--- src/rtl/instr_fetch.sv ---
// Program counter and fetch stage feeding the decoder through a registered valid/ready stage.
// Optional ROM-end bounds checking with a sticky fault is enabled by defining INSTR_FETCH_BOUNDS_EN.
module instr_fetch #(
  parameter int unsigned          WORD_SIZE    = 8,
  parameter logic [WORD_SIZE-1:0] RESET_VECTOR = '0,
  parameter logic [15:0]          IMM_MASK     = 16'h0002
) (
  input  logic                 clk,
  input  logic                 rst_n,
  output logic [WORD_SIZE-1:0] mem_addr,
  input  logic [WORD_SIZE-1:0] mem_instr,
  input  logic [WORD_SIZE-1:0] mem_imm,
  input  logic                 stall,
  input  logic                 jmp_en,
  input  logic [WORD_SIZE-1:0] jmp_target,
  output logic                 out_valid,
  input  logic                 out_ready,
  output logic [WORD_SIZE-1:0] out_instr,
  output logic [WORD_SIZE-1:0] out_imm,
  output logic [WORD_SIZE-1:0] out_pc
`ifdef INSTR_FETCH_BOUNDS_EN
  ,
  output logic                 fault
`endif
);

  localparam int unsigned OPC_LSB = 4;

  typedef enum logic [1:0] {
    BOOT  = 2'd0,
    RUN   = 2'd1,
    FAULT = 2'd2
  } state_t;

  state_t               state;
  logic [WORD_SIZE-1:0] pc;
  logic [3:0]           opcode;
  logic                 is_long;
  logic [WORD_SIZE-1:0] pc_inc;
  logic                 adv;
`ifdef INSTR_FETCH_BOUNDS_EN
  logic                 oob;
`endif

  assign mem_addr = pc;

  // Instruction length decode and advance qualification
  always_comb begin
    opcode  = mem_instr[OPC_LSB +: 4];
    is_long = IMM_MASK[opcode];
    pc_inc  = is_long ? WORD_SIZE'(2) : WORD_SIZE'(1);
    adv     = (state == RUN) && !stall && !jmp_en && (!out_valid || out_ready);
`ifdef INSTR_FETCH_BOUNDS_EN
    // Immediate word would lie beyond the last ROM address
    oob     = is_long && (pc == '1);
`endif
  end

  always_ff @(posedge clk or negedge rst_n) begin
    if (!rst_n) begin
      state     <= BOOT;
      pc        <= RESET_VECTOR;
      out_valid <= 1'b0;
      out_instr <= '0;
      out_imm   <= '0;
      out_pc    <= '0;
`ifdef INSTR_FETCH_BOUNDS_EN
      fault     <= 1'b0;
`endif
    end else begin
      case (state)
        BOOT: begin
          state <= RUN;
          if (jmp_en) begin
            pc        <= jmp_target;
            out_valid <= 1'b0;
          end
        end
        RUN: begin
          if (jmp_en) begin
            pc        <= jmp_target;
            out_valid <= 1'b0;
          end else if (adv) begin
`ifdef INSTR_FETCH_BOUNDS_EN
            if (oob) begin
              fault     <= 1'b1;
              state     <= FAULT;
              out_valid <= 1'b0;
            end else
`endif
            begin
              out_instr <= mem_instr;
              out_imm   <= is_long ? mem_imm : '0;
              out_pc    <= pc;
              out_valid <= 1'b1;
              pc        <= pc + pc_inc;
            end
          end
        end
        FAULT: out_valid <= 1'b0;
        default: state <= BOOT;
      endcase
    end
  end

endmodule
--- config.mk ---
export PLATFORM = sky130hd
export DESIGN_NAME = instr_fetch
export DESIGN_NICKNAME = d
export VERILOG_FILES = /design/src/rtl/instr_fetch.sv
export SDC_FILE = /design/constraint.sdc
export NUM_CORES = 1
export LEC_CHECK = 0
export BUFFER_PORTS_ARGS = -buffer_cell sky130_fd_sc_hd__buf_2
export CORE_ASPECT_RATIO = 1.2
export CORE_MARGIN = 1
export CORE_UTILIZATION = 48
export DETAILED_ROUTE_END_ITERATION = 6
export GPL_TIMING_DRIVEN = 1
export PLACE_DENSITY = 0.89
export REMOVE_ABC_BUFFERS = 1
export SYNTH_ARGS = -nofsm -noshare
export SYNTH_HDL_FRONTEND = slang
export SYNTH_SLANG_ARGS = --single-unit
--- constraint.sdc ---
create_clock -name clk -period 1.85 [get_ports clk]
set_clock_uncertainty 0.1 [all_clocks]
set_input_delay 0.37 -clock clk [delete_from_list [all_inputs] [get_ports clk]]
set_output_delay 0.37 -clock clk [all_outputs]
set_load 0.05 [all_outputs]
Word level (Yosys, flattened, before mapping)
Memories as Yosys holds them, arrays and structs flattened. Cells that the tools add are included.

Register bits after elaboration: 35. Bits in latches: 0. Memory bits (writable): 0. Bits in read-only memories: 16. Input port bits: 29. Output and inout port bits: 33. Memories: 1.

$add $sub $neg: 1. Multiply operators: 0. Div/mod/pow operators: 0. Order comparisons: 1. Equality and inequality tests: 4. Shift operators: 0. Mux-type cells: 12. Bitwise gates (word level): 1. Reductions and logical operators: 14.

Memory list: (no name shown) (depth 16, bits a word 1, rd ports 1, clocked after memory_dff 0, wr ports 0, RTL line 50) `is_long = IMM_MASK[opcode];`.

Operator list (count): $mux 8 (4); $pmux 8 s2 (1); $reduce_and 3->1 (3); $add 8x2->8 (1); $lt 4x5->1 const B (1); $mux 1 (4); $pmux 2 s2 (1); $logic_and 1x1->1 (3); $logic_not 1->1 (3); $ne 3x3->1 const B (1); $pmux 1 s3 (1); $reduce_bool 3->1 (1); $eq 2x1->1 const B (1); $eq 2x2->1 const B (1); $logic_not 2->1 (1); $mux 2 (1); $ne 2x2->1 const B (1); $reduce_bool 2->1 (1); $reduce_or 2->1 (1); $logic_or 1x1->1 (1); $not 1->1 (1).

Depth between registers and ports, before layout
Gate-level depths: netlist of the first run.

Depth after elaboration: 7. Mapped depth: 8. Mapped depth without buffers: 8.

Worst setup path after synthesis of the first run
No wires, ideal clock.

Kind: in2reg. Start point: in mem_instr[5]. End point: reg pc[6] (netlist: mem_addr[6]). Arrival: 2.218 ns. Setup slack: -0.596 ns. Stages on the path: 8. Buffers on the path: 0. Path through: nor4b_2 -> inv_1 -> ha_1 -> fa_1 -> and3_1 -> nand3_1 -> or4_1 -> nand3_1.

Word-level cells in the longest chain between the ends: 7.

Ends and longest elaborated chain: from (decl) (RTL line 11) `input logic [WORD_SIZE-1:0] mem_instr,`; $mem_v2 16x1; $mux 1 (not written as such) (RTL line 50); $mux 2 (RTL line 51) `pc_inc = is_long ? WORD_SIZE'(2) : WORD_SIZE'(1);`; $add 8x2->8 (RTL line 96) `pc <= pc + pc_inc;`; $mux 8 (RTL line 83) `end else if (adv) begin`; $mux 8 (RTL line 80) `if (jmp_en) begin`; $pmux 8 s2 (RTL line 71) `case (state)`; to (signal assigned) (RTL line 75) `pc <= jmp_target;`; to (signal assigned) (RTL line 81) `pc <= jmp_target;`; to (signal assigned) (RTL line 96); to (decl) (RTL line 36) `logic [WORD_SIZE-1:0] pc;`.

No other way between the ends. The select of a mux whose other input is x is not followed. A chain may end at the register's enable or synchronous reset.

Worst setup path after layout of the first run
Start point: in mem_instr[6]. End point: reg pc[6] (netlist: mem_addr[6]).

The elaborated chain is that of the path after synthesis.

==> results of run 1 <==
-- power by group through the flow --
stage                     Clock (mW)  Combinational [mW]  Sequential, mW
after floorplan                    0               0.191            1.38
after global placement             0               0.845           0.955
after detailed placement           0               0.858           0.961
after CTS                      0.566               0.867           0.951
after global routing           0.605               0.921           0.968
final                          0.549               0.875           0.950
-- worst paths after layout --
path,to,slack (ns),depth (start not counted),from
max in group asynchronous,mem_addr[6]$_DFFE_PN0P_,1.07,3,rst_n
setup / recovery,mem_addr[6]$_DFFE_PN0P_,0.03,8,mem_instr[6]
setup reg to reg,mem_addr[6]$_DFFE_PN0P_,0.06,6,mem_addr[0]$_DFFE_PN0P_
min in group asynchronous,out_pc[7]$_DFFE_PN0P_,0.41,3,rst_n
hold reg to reg,out_instr[4]$_DFFE_PN0P_,0.40,1,out_instr[4]$_DFFE_PN0P_
hold / removal,out_instr[3]$_DFFE_PN0P_,0.16,2,mem_instr[3]
-- area by class of cell --
class | instances | share of cell area (%)
clock buffer | 6 | 2.40
sequential | 34 | 39.8
inverter | 11 | 1.93
clock inverter | 1 | 1.41
multi-input combinational | 82 | 31.8
tap | 36 | 2.11
timing repair buffer | 73 | 20.6
-- cells in the final DEF (no fill, tap or decap), types with 2 or more instances in the layout --
cell	instances
mux2_2	3
nor2_1	6
buf_4	9
buf_12	2
a21o_1	2
nand3_2	2
clkbuf_4	5
nand2_1	2
nand3_1	11
mux2_1	3
mux2_4	10
inv_1	10
o21ai_0	18
a22oi_1	3
buf_2	59
mux2i_1	2
a32oi_1	2
a21oi_1	3
dfrtp_1	34
-- stage by stage --
stage	setup slack, ns	utilization, %	total power [mW]
after global routing	-0.0421	69.3	2.49
after floorplan	-0.596	-	1.57
final	0.0262	69.3	2.37
after global placement	-0.380	64.2	1.80
after detailed placement	-0.433	64.2	1.82
after CTS	0.0531	67.7	2.38
-- worst max-delay path, cell delays in order --
cell and delay [ns]:
buf_8 0.10, nor4b_4 0.31, buf_4 0.17, fa_2 0.20, and3_4 0.20, nand3_2 0.09, or4_4 0.49, nand3_2 0.06
-- layer usage --
| layer | wire length (um) | track usage (%) | part of all wire [%] |
|---|---|---|---|
| met2 | 1760 | 38.1 | 53 |
| met4 | 44 | 6.73 | 1.3 |
| met5 | 0 | 0 | 0 |
| met3 | 184 | 7.98 | 5.6 |
| met1 | 1330 | 23.7 | 40 |
-- cell usage after synthesis (3+ instances only) --
cell | number | share of area (%)
dfrtp_1 | 34 | 54
o21ai_0 | 18 | 5.7
nand3_1 | 13 | 4.1
inv_1 | 10 | 2.4
mux2_4 | 10 | 9.5
nor2_1 | 6 | 1.4
a21oi_1 | 3 | 0.95
a22oi_1 | 3 | 1.4
buf_6 | 3 | 2.1
mux2_1 | 3 | 2.1
mux2_2 | 3 | 2.1
-- what timing repair did --
action / in CTS / in global routing
hold buffers: 1 / 0
pin swaps: 1 / 5
resized for setup: 3 / 9
hold endpoints to repair: 34 / 0
setup buffers: 0 / 1
endpoints found under the setup margin: 2 / 3
-- kinds of logic after synthesis --
logic type / share of synthesized area [%]
flops: 53.9
fa+ha+maj: 2.85
buf+inv: 5.79
mux: 15.1
compound gates: 10.7
other cells: 0.238
simple gates: 11.4
-- flip-flops by register name, indices dropped and copies added, names as in the netlist --
| signal | count |
|---|---|
| out_imm | 8 |
| state | 1 |
| out_valid | 1 |
| out_pc | 8 |
| out_instr | 8 |
| mem_addr | 8 |
==> run metrics, run 1 <==
Period Utilization, post-route 98.6%; dominant synthesized flop cell dfrtp_1; share of the yosys chip area belonging to registers 53.9%; Row Count 22; # fillers 238; final setup fails 0; switching part of the total 38.8%; post-synthesis cell area 0.00158 sq mm; Post-Layout Cell Count 243; WHS 0.161 ns; Overall Global Routing Usage 21.9%; via count 1274; Post-DP Area 0.00198 sq mm; fin nets 239; Initial DRC Count 28; PortBufs 61; Via density 5.24; Hold Fails Final Rpt 0; post-placement cell count 234; vias in the first global route 1250; DRC errors left 0; Final ANT Viol Nets 0; Worst Path Required 2.02 ns; core area 0.00308 sq mm; die extent in x 54.3 um; Max-cap violations 0; combinational power share 36.9%; #FFs+latches synth 34; total CTS buffers 5; Leak 1.08 nW; post-route cell area 0.00214 sq mm; pin count of the biggest net entering global routing 35; Starting Density 51.2%; Synth async-reset ratio 100%; CTS Sinks 34; Mean Syn Cell Area 11.9 sq um; Max clock buf depth 2; H-tree depth 2; Pwr Density 1110 mW/mm^2; Setup TNS 0 ns; number of enable flip-flop cells after synthesis 0; peak supply drop 0.000934 V; crit-path max FO 3; Post-Route WL 3.32 mm; Syn-to-layout area delta 35.4%; Cell variety after synth 31; HPWL Detailed 2.38 mm; FMAX 0.548 GHz; CTS tree yes; count of pins over their slew limit 0; first-pass GRT wire length 5.44 mm; part of the power in the clock network 23.1%; WP data arrival 1.99 ns; initial antenna violation count 0; fin crit period 1.82 ns; sequential share of power 40.0%; Reg clk slew, reported paths 0.10 ns; Wirelength per Cell 13.6 um; layout cells sized above 1 48.8%; I/O pins 62; status completed; Cells after Synth 133; Crit Path Category in -> reg; cell-internal power 1.45 mW; Final Wtd Congestion 0.817; die area 0.00352 sq mm; register area 851 sq um; Setup crit end kind flip-flop; remaining global-route overflow 0; Sw Pwr 922 uW; ant diodes 0; RSZ-0062 raised after global routing true; clk root buf clkbuf_4; worst-skew pair later-pin latency 0.33 ns; chip height 64.8 um; Worst setup SP type input pin; Multi-input gate area 678 sq um; type of the tightest min-delay check in -> reg; synth warn 0; Pre-Repair DR Iteration Count 4
Note: power is estimated with default switching activity, not from simulation.
==> run 2: changes to the inputs <==
--- a/config.mk
+++ b/config.mk
@@ -6,12 +6,14 @@
 export NUM_CORES = 1
 export LEC_CHECK = 0
 export BUFFER_PORTS_ARGS = -buffer_cell sky130_fd_sc_hd__buf_2
+export CAP_MARGIN = 25
 export CORE_ASPECT_RATIO = 1.2
 export CORE_MARGIN = 1
 export CORE_UTILIZATION = 48
 export DETAILED_ROUTE_END_ITERATION = 6
 export GPL_TIMING_DRIVEN = 1
 export PLACE_DENSITY = 0.89
+export RECOVER_POWER = 50
 export REMOVE_ABC_BUFFERS = 1
 export SYNTH_ARGS = -nofsm -noshare
 export SYNTH_HDL_FRONTEND = slang
==> run metrics, run 2 (same netlist as run 1, synthesis figures left out) <==
status completed; WHS Endpoint out_instr[3]$_DFFE_PN0P_; fin nets 239 (unchanged); CP cell instances buf_8, nor4b_4, buf_4, fa_2, and3_4, nand3_2, or4_4, nand3_2; initial antenna violation count 0 (unchanged); type of the tightest min-delay check in -> reg; Final Wtd Congestion 0.817 (unchanged); layout cells sized above 1 45.4% (-3.4 points); I/O pins 62 (unchanged); chip height 64.8 um (unchanged); HPWL Detailed 2.38 mm (unchanged); pin count of the biggest net entering global routing 35 (unchanged); FMAX 0.548 GHz (about the same); H-tree depth 2 (unchanged); vias in the first global route 1250 (unchanged); hold path depth 2 (unchanged); Relative slew margins 46.3%; Worst Setup SP mem_instr[6]; fin crit period 1.82 ns (-0.0000497 ns); Pwr Density 1120 mW/mm^2 (+0.83%); DRC errors left 0 (unchanged); Buf+Inv Stages, Crit Path 2 (unchanged); Syn-to-layout area delta 33.7%; grt met2 use 38.1% (unchanged); Row Count 22 (unchanged); Reg clk slew, reported paths 0.10 ns (about the same); CTS tree yes; met1 Resource Use GR 23.7% (unchanged); ant diodes 0 (unchanged); CTS Sinks 34 (unchanged); # fillers 240 (+0.84%); WP data arrival 1.99 ns (about the same); Via density 5.28 (+0.78%); worst r2r dst mem_addr[6]$_DFFE_PN0P_; die extent in x 54.3 um (unchanged); remaining global-route overflow 0 (unchanged); Crit path max-delay family simple AND/OR/NAND/NOR gates; Setup TNS 0 ns (unchanged); Post-Route WL 3.32 mm (+0.21%); Hold Fails Final Rpt 0 (unchanged); via count 1284 (+0.78%); final setup fails 0 (unchanged); Tightest Pin Transition 0.805 ns; M3 GR Usage 7.98% (unchanged); crit-path max FO 3 (unchanged); Crit path top cell by count nand3_2; Worst Path Required 2.02 ns (about the same); Max clock buf depth 2 (unchanged); WHS 0.162 ns (+0.000532 ns); Worst setup SP type input pin; RSZ-0062 raised after global routing true; worst-skew pair later-pin latency 0.33 ns (about the same); Starting Density 51.2% (unchanged); core area 0.00308 sq mm (unchanged); grt peak-use layer met2; Pre-Repair DR Iteration Count 4 (unchanged); total CTS buffers 5 (unchanged); Final ANT Viol Nets 0 (unchanged); Wirelength per Cell 13.7 um (+0.21%); Crit Reg-Reg Startpoint mem_addr[0]$_DFFE_PN0P_; count of pins over their slew limit 0 (unchanged); Crit Path Category in -> reg; clk root buf clkbuf_4; commonest non-fill, non-tap cells in the layout 53 x buf_2, 34 x dfrtp_1, 18 x o21ai_0; Initial DRC Count 26 (-7.1%); die area 0.00352 sq mm (unchanged); Overall Global Routing Usage 21.9% (unchanged); Max-cap violations 0 (unchanged); first-pass GRT wire length 5.44 mm (unchanged); slowest library cell on the worst path or4_4; worst hold path startpoint mem_instr[3]; Leak 1.05 nW (-2.9%); Reg2Reg Setup Slack 0.06 ns (about the same); Setup crit end kind flip-flop; peak supply drop 0.000928 V (-0.68%); Period Utilization, post-route 98.6% (about the same); most common cell after layout, fill and taps aside buf_2; largest stage delay on the critical path 0.49 ns (about the same); cells on worst reg2reg path 6 (unchanged); PortBufs 61 (unchanged)
==> run 2: cell count changes in the layout (fill, tap and decap cells not counted), sizes merged <==
cell	change
clkbuf	+8
buf	-8
==> run 2: worst register-to-register path, delay by kind of cell, from the launching register on <==
family	cells	cell delay, ns
adders and majority gates	2	0.37
DFF	1	0.42
and+or+nand+nor	4	0.84
==> run 2: worst max path at each step <==
stage | endpoint | depth (start not counted) | slack [ns]
2_1_floorplan | mem_addr[6]$_DFFE_PN0P_ | 8 | -0.60
6_report | mem_addr[6]$_DFFE_PN0P_ | 8 | 0.03
5_1_grt | mem_addr[6]$_DFFE_PN0P_ | 8 | -0.04
4_1_cts | mem_addr[6]$_DFFE_PN0P_ | 8 | 0.05
3_3_place_gp | mem_addr[6]$_DFFE_PN0P_ | 9 | -0.38
3_5_place_dp | mem_addr[6]$_DFFE_PN0P_ | 9 | -0.43
==> run 2: what timing repair did <==
item,4_1_cts,5_1_grt
setup buffers,0,1
resized for setup,3,9
pin swaps,1,5
hold endpoints to repair,34,0
endpoints found under the setup margin,2,3
hold buffers,1,0
==> run 2: area by class of cell <==
class	instances	area [sq um]	area share (%)
inverter	11	41.3	1.96
sequential	34	851	40.3
clock inverter	1	30.0	1.42
multi-input combinational	82	678	32.1
clock buffer	6	51.3	2.43
tap	36	45.0	2.14
timing repair buffer	73	413	19.6
==> run 2: metal layers <==
layer / vias up / part of all wire (%)
li1: 618 / -
met1: 616 / 41
met2: 45 / 53
met3: 5 / 5.2
met4: 0 / 1.3
met5: - / 0
==> run 2: power breakdown <==
part,total [mW],internal (mW),switching (mW)
combinational,0.864,0.264,0.600
clock,0.549,0.315,0.234
sequential,0.951,0.863,0.0879
==> run 2: stage by stage <==
step	std cells	power, mW	cell area (sq um)	utilization, %	setup WS, ns
after global routing	243	2.48	2110	68.4	-0.0421
after CTS	242	2.38	2090	67.7	0.0531
after detailed placement	234	1.82	1980	64.2	-0.433
after global placement	234	1.80	1980	64.2	-0.380
after floorplan	127	1.57	1530	-	-0.596
final	243	2.36	2110	68.4	0.0263
